[src/rtl/mem_sched_pkg.sv]
// rtl/mem_sched_pkg.sv - shared memory-unit constants and scheduler state encoding
package mem_sched_pkg;

  localparam int DM_DEPTH_DEF = 1024;
  localparam int DM_AW        = 10;

  typedef enum logic [1:0] {
    IDLE  = 2'd0,
    ISSUE = 2'd1,
    CAPT  = 2'd2,
    RESP  = 2'd3
  } state_e;

endpackage

[src/rtl/mem_sched_rr_arb2.sv]
// rtl/mem_sched_rr_arb2.sv - 2-way round-robin arbiter with a grant-pointer register
module rr_arb2 (
  input  logic       clk,
  input  logic       rst,
  input  logic [1:0] req,
  input  logic       advance,
  output logic [1:0] grant
);

  logic last_grant_q, last_grant_d;

  // With no or both requests the grant points away from the last winner,
  // so an idle arbiter already offers the slot to the next requester.
  always_comb begin
    unique case (req)
      2'b01:   grant = 2'b01;
      2'b10:   grant = 2'b10;
      default: grant = last_grant_q ? 2'b01 : 2'b10;
    endcase
  end

  always_comb begin
    last_grant_d = last_grant_q;
    if (advance) last_grant_d = grant[1];
  end

  always_ff @(posedge clk or negedge rst) begin
    if (!rst) last_grant_q <= 1'b1;
    else      last_grant_q <= last_grant_d;
  end

endmodule

[src/rtl/mem_sched.sv]
// rtl/mem_sched.sv - two-requester data-memory scheduler: arbitrate, bounds-check, access, respond
module mem_sched
  import mem_sched_pkg::*;
#(
  parameter int TAG_W    = 4,
  parameter int DM_DEPTH = DM_DEPTH_DEF
) (
  input  logic             clk,
  input  logic             rst,
  input  logic [1:0]       rq_valid,
  output logic [1:0]       rq_ready,
  input  logic [1:0]       rq_we,
  input  logic [31:0]      rq_base0,
  input  logic [31:0]      rq_base1,
  input  logic [31:0]      rq_imm0,
  input  logic [31:0]      rq_imm1,
  input  logic [31:0]      rq_wdata0,
  input  logic [31:0]      rq_wdata1,
  input  logic [TAG_W-1:0] rq_tag0,
  input  logic [TAG_W-1:0] rq_tag1,
  output logic [DM_AW-1:0] dm_addr,
  output logic [31:0]      dm_wdata,
  output logic             dm_rd_en,
  output logic             dm_wr_en,
  output logic [TAG_W-1:0] dm_tag,
  input  logic [31:0]      dm_rdata,
  output logic             rs_valid,
  input  logic             rs_ready,
  output logic             rs_src,
  output logic [TAG_W-1:0] rs_tag,
  output logic [31:0]      rs_data,
  output logic             rs_invalid
);

  state_e state_q, state_d;

  logic [1:0]       grant;
  logic             accept;
  logic             sel;
  logic [31:0]      base_sel, imm_sel, wdata_sel;
  logic [TAG_W-1:0] tag_sel;
  logic             we_sel;
  logic [32:0]      sum;
  logic             inv_new;

  logic [DM_AW-1:0] addr_q, addr_d;
  logic             we_q, we_d;
  logic [31:0]      wdata_q, wdata_d;
  logic [TAG_W-1:0] tag_q, tag_d;
  logic             src_q, src_d;
  logic             inv_q, inv_d;
  logic [31:0]      rs_data_q, rs_data_d;

  rr_arb2 u_arb (
    .clk     (clk),
    .rst     (rst),
    .req     (rq_valid),
    .advance (accept),
    .grant   (grant)
  );

  assign accept = |(rq_valid & rq_ready);
  assign sel    = grant[1];

  // Sum in 33 bits so a carry out of the 32-bit add also counts as out of range.
  always_comb begin
    base_sel  = sel ? rq_base1  : rq_base0;
    imm_sel   = sel ? rq_imm1   : rq_imm0;
    wdata_sel = sel ? rq_wdata1 : rq_wdata0;
    tag_sel   = sel ? rq_tag1   : rq_tag0;
    we_sel    = rq_we[sel];
    sum       = {1'b0, base_sel} + {1'b0, imm_sel};
    inv_new   = sum > 33'(DM_DEPTH - 1);
  end

  always_ff @(posedge clk or negedge rst) begin
    if (!rst) state_q <= IDLE;
    else      state_q <= state_d;
  end

  always_comb begin
    state_d = state_q;
    unique case (state_q)
      IDLE:    if (accept) state_d = ISSUE;
      ISSUE:   state_d = CAPT;
      CAPT:    state_d = RESP;
      RESP:    if (rs_ready) state_d = IDLE;
      default: state_d = IDLE;
    endcase
  end

  // rst gates rq_ready so no grant is offered while reset is held.
  always_comb begin
    rq_ready = (state_q == IDLE && rst) ? grant : 2'b00;
    dm_rd_en = (state_q == ISSUE) && !we_q && !inv_q;
    dm_wr_en = (state_q == ISSUE) &&  we_q && !inv_q;
    rs_valid = (state_q == RESP);
  end

  always_comb begin
    addr_d    = addr_q;
    we_d      = we_q;
    wdata_d   = wdata_q;
    tag_d     = tag_q;
    src_d     = src_q;
    inv_d     = inv_q;
    rs_data_d = rs_data_q;
    if (accept) begin
      addr_d  = sum[DM_AW-1:0];
      we_d    = we_sel;
      wdata_d = wdata_sel;
      tag_d   = tag_sel;
      src_d   = sel;
      inv_d   = inv_new;
    end
    if (state_q == CAPT) rs_data_d = (!we_q && !inv_q) ? dm_rdata : 32'd0;
  end

  always_ff @(posedge clk or negedge rst) begin
    if (!rst) begin
      addr_q    <= '0;
      we_q      <= 1'b0;
      wdata_q   <= '0;
      tag_q     <= '0;
      src_q     <= 1'b0;
      inv_q     <= 1'b0;
      rs_data_q <= '0;
    end else begin
      addr_q    <= addr_d;
      we_q      <= we_d;
      wdata_q   <= wdata_d;
      tag_q     <= tag_d;
      src_q     <= src_d;
      inv_q     <= inv_d;
      rs_data_q <= rs_data_d;
    end
  end

  assign dm_addr    = addr_q;
  assign dm_wdata   = wdata_q;
  assign dm_tag     = tag_q;
  assign rs_src     = src_q;
  assign rs_tag     = tag_q;
  assign rs_invalid = inv_q;
  assign rs_data    = rs_data_q;

endmodule

[config.mk]
export PLATFORM = sky130hd
export DESIGN_NAME = mem_sched
export DESIGN_NICKNAME = d
export VERILOG_FILES = /design/src/rtl/mem_sched_pkg.sv /design/src/rtl/mem_sched_rr_arb2.sv /design/src/rtl/mem_sched.sv
export SDC_FILE = /design/constraint.sdc
export NUM_CORES = 1
export LEC_CHECK = 0
export BUFFER_PORTS_ARGS = -buffer_cell sky130_fd_sc_hd__buf_2
export CORE_AREA = 2 2 127 129
export DETAILED_ROUTE_END_ITERATION = 10
export DIE_AREA = 0 0 129 131
export PLACE_DENSITY = 0.83
export SLEW_MARGIN = 20
export SYNTH_ARGS = -nofsm -noshare
export SYNTH_HDL_FRONTEND = slang
export SYNTH_SLANG_ARGS = --single-unit
[constraint.sdc]
create_clock -name clk -period 9.55 [get_ports clk]
set_input_delay 1.4325 -clock clk [delete_from_list [all_inputs] [get_ports clk]]
set_output_delay 1.4325 -clock clk [all_outputs]
set_load 0.005 [all_outputs]
==> flow_metrics.env <==
export IMPL_outcome="finished, final reports clean"
export IMPL_power_leakage_uw=0.00452
export IMPL_gp_congestion=0.950
export IMPL_grt_max_degree=93
export IMPL_drv_slew=0
export IMPL_synth_edf_count=0
export IMPL_async_reset_ff_frac=1.00
export IMPL_numCtsBuffers=9
export IMPL_grt_total_usage=0.235
export IMPL_multi_input_area_sq_um=3990
export IMPL_tightest_slew_ns=0.978
export IMPL_synth_cell_types=71
export IMPL_hold_buffers=0
export IMPL_setup_viol=0
export IMPL_rsz0062_at_grt="false"
export IMPL_synth_warnings=0
export IMPL_cts_setup_buffers=0
export IMPL_clock_sinks=84
export IMPL_fp_row_count=46
export IMPL_clock_skew_ns=0.00889
export IMPL_power_density_nw_per_um2=241
export IMPL_critPathKind="in2reg"
export IMPL_nets=1491
export IMPL_syn_nets=1203
export IMPL_netlist_area_sq_um=6480
export IMPL_crit_path_end_kind="flip-flop"
export IMPL_die_y_microns=131
export IMPL_rr_startpoint="u_arb.last_grant_q"
export IMPL_portBuffers=327
export IMPL_cts_path_max_buffers=2
export IMPL_wire_per_inst_microns=14.5
export IMPL_io_pins=328
export IMPL_worstSetupStartpointType="input port"
export IMPL_drtPass1Iterations=5
export IMPL_hpwl_microns=16400
export IMPL_p_total_uw=2060
export IMPL_ys_seq_area_frac=0.324
export IMPL_grt_pass1_wl_microns=31900
export IMPL_wl_microns=20700
export IMPL_worstPathArrival_ns=6.05
export IMPL_gr_total_overflow=0
export IMPL_drt_first_iter_violations=467
export IMPL_htree_levels=3
export IMPL_vias=7434
export IMPL_hp_class="reg2reg"
export IMPL_grt_pass1_vias=6712
export IMPL_placed_cells=1417
export IMPL_core_area_sq_um=15600
export IMPL_syn_area_per_cell_sq_um=7.02
export IMPL_crit_path_max_fanout=54
export IMPL_fill_cells=1527
export IMPL_syn_inst=924
export IMPL_utilization=0.547
export IMPL_maxCapViolCount=0
export IMPL_die_area_sq_um=16900
export IMPL_crit_required_ns=9.76
export IMPL_antenna_found_initial=1
export IMPL_setup_tns_final_ns=0
export IMPL_reg2reg_slack_ns=5.04
export IMPL_post_route_min_period_ns=5.84
export IMPL_drive_gt1_frac=0.303
export IMPL_ir_drop_v=0.000111
export IMPL_ant_nets=0
export IMPL_min_period_over_period=0.611
export IMPL_cp_startpoint="rq_valid[0]"
export IMPL_min_from="dm_addr[0]"
export IMPL_seq_area_sq_um=2100
export IMPL_cts_resized=0
export IMPL_clk_latency_ns=0.33
export IMPL_hold_viol_final=0
export IMPL_ys_seq_elements=84
export IMPL_final_cells=1434
export IMPL_synthFlopType="dfrtp_1"
export IMPL_viasPerCell=5.18
export IMPL_cts_tree="yes"
export IMPL_clk_pin_slew_worst_paths_ns=0.07
export IMPL_areaGrowthSynthToFinish_pct=31.5
export IMPL_drc=0
export IMPL_max_freq_mhz=171
export IMPL_clockRootBuffer="clkbuf_16"
export IMPL_start_util=0.416
export IMPL_slew_headroom=0.348
export IMPL_die_w_microns=129
==> cells by family (layout without fill, tap and decap cells) <==
logic type                 Yosys count  count (layout)  synth area share
other                                0               1                 0
muxes                                4               4           0.00637
AOI/OAI and AO/OA                  206             206             0.211
DFF                                 84              84             0.324
and+or+nand+nor                    466             466             0.293
xor gates and xnor gates            16              16            0.0216
adders and majority gates           40              40            0.0783
buffers and inverters              108             401            0.0654
==> registers in the layout, summed over array words and instances (netlist names) <==
signal	count
dm_addr	10
rs_data	32
rs_invalid	1
dm_tag	4
dm_wdata	32
u_arb.last_grant_q	1
rs_src	1
state_q	2
we_q	1
==> final cells by class <==
type	instances	share of cell area
repair buffers	332	0.197
flip-flops and latches	84	0.247
clock buffers	9	0.0264
clock inverters	7	0.00690
well taps	216	0.0317
inverters	53	0.0233
diodes	1	0.000293
multi-input cells	732	0.468
==> worst max-delay path, cell delays in order <==
cell and delay [ns]:
buf_2 0.12, inv_1 0.05, ha_1 0.36, nand2_1 0.19
o21a_4 0.49, buf_4 0.57, nand2_1 0.10, nand2_1 0.08
ha_1 0.17, inv_1 0.06, fa_1 0.40, nor2b_1 0.20
o31ai_2 0.12, a31o_1 0.26, a21oi_1 0.30, o21a_1 0.18
o2111ai_1 0.11, or4_1 0.41, nor4_1 0.30, nor2_1 0.07
==> report_power, final <==
part	internal (uW)	switching (uW)	total (uW)
Clock	179	148	327
Combinational	478	706	1180
Sequential	479	67.4	547
Total	1140	921	2060
==> cells in the mapped netlist, drive strengths merged (6+ instances only) <==
library cell  number  area share
a21oi             42       0.036
nand2            341        0.20
o21bai             6      0.0069
dfrtp             83        0.32
nand3             12      0.0093
a21o               9       0.010
nand4              9      0.0087
nor3               6      0.0046
buf                8      0.0073
clkbuf            47       0.027
xnor2             11       0.015
a211oi             6      0.0077
inv               53       0.031
and3               7      0.0068
ha                39       0.075
nor2              65       0.038
a31oi             41       0.041
o21ai             57       0.045
==> metal layers <==
| metal | wire length [microns] | track usage | up-vias | share of wire |
|---|---|---|---|---|
| li1 | - | - | 3680 | - |
| met1 | 8500 | 0.277 | 3411 | 0.41 |
| met2 | 10600 | 0.439 | 305 | 0.51 |
| met3 | 1080 | 0.0273 | 38 | 0.052 |
| met4 | 546 | 0.0838 | 0 | 0.026 |
| met5 | 0 | 0 | - | 0 |
==> cell usage in the layout (no fill, tap or decap), drive strengths merged, types with 2 or more instances in the layout <==
cell,n
nand2,341
buf,332
dfrtp,83
nor2,65
o21ai,57
inv,55
a21oi,42
a31oi,41
ha,39
nand3,12
xnor2,11
a21o,9
nand4,9
clkbuf,9
and3,7
nor3,6
o21bai,6
a211oi,6
o211ai,5
xor2,5
and2,5
nor3b,5
nand2b,4
a221oi,4
o21a,4
o22ai,3
o211a,3
mux2i,3
clkinv,3
a22oi,3
o2111ai,3
a311oi,3
a21boi,3
a32oi,2
nor4,2
nor2b,2
and4,2
clkinvlp,2
o31ai,2
==> path summary, 6_finish.rpt <==
check / endpoint / depth (start not counted)
max in group asynchronous: dm_addr[4] / 2
setup reg to reg: rs_invalid / 17
min in group asynchronous: rs_invalid / 1
hold reg to reg: dm_addr[0] / 2
hold / removal: dm_addr[0] / 2
setup / recovery: rs_invalid / 20
==> stage by stage <==
step	cell area (sq um)	hold WS, ns	setup WS (ns)
finish	8530	0.474	3.71
global route	8530	0.500	3.32
CTS	8520	0.474	3.71
detailed placement	8240	0.459	3.37
global placement	8240	0.450	3.54
floorplan	6480	0.461	4.46
Note: power is estimated with default switching activity, not from simulation.
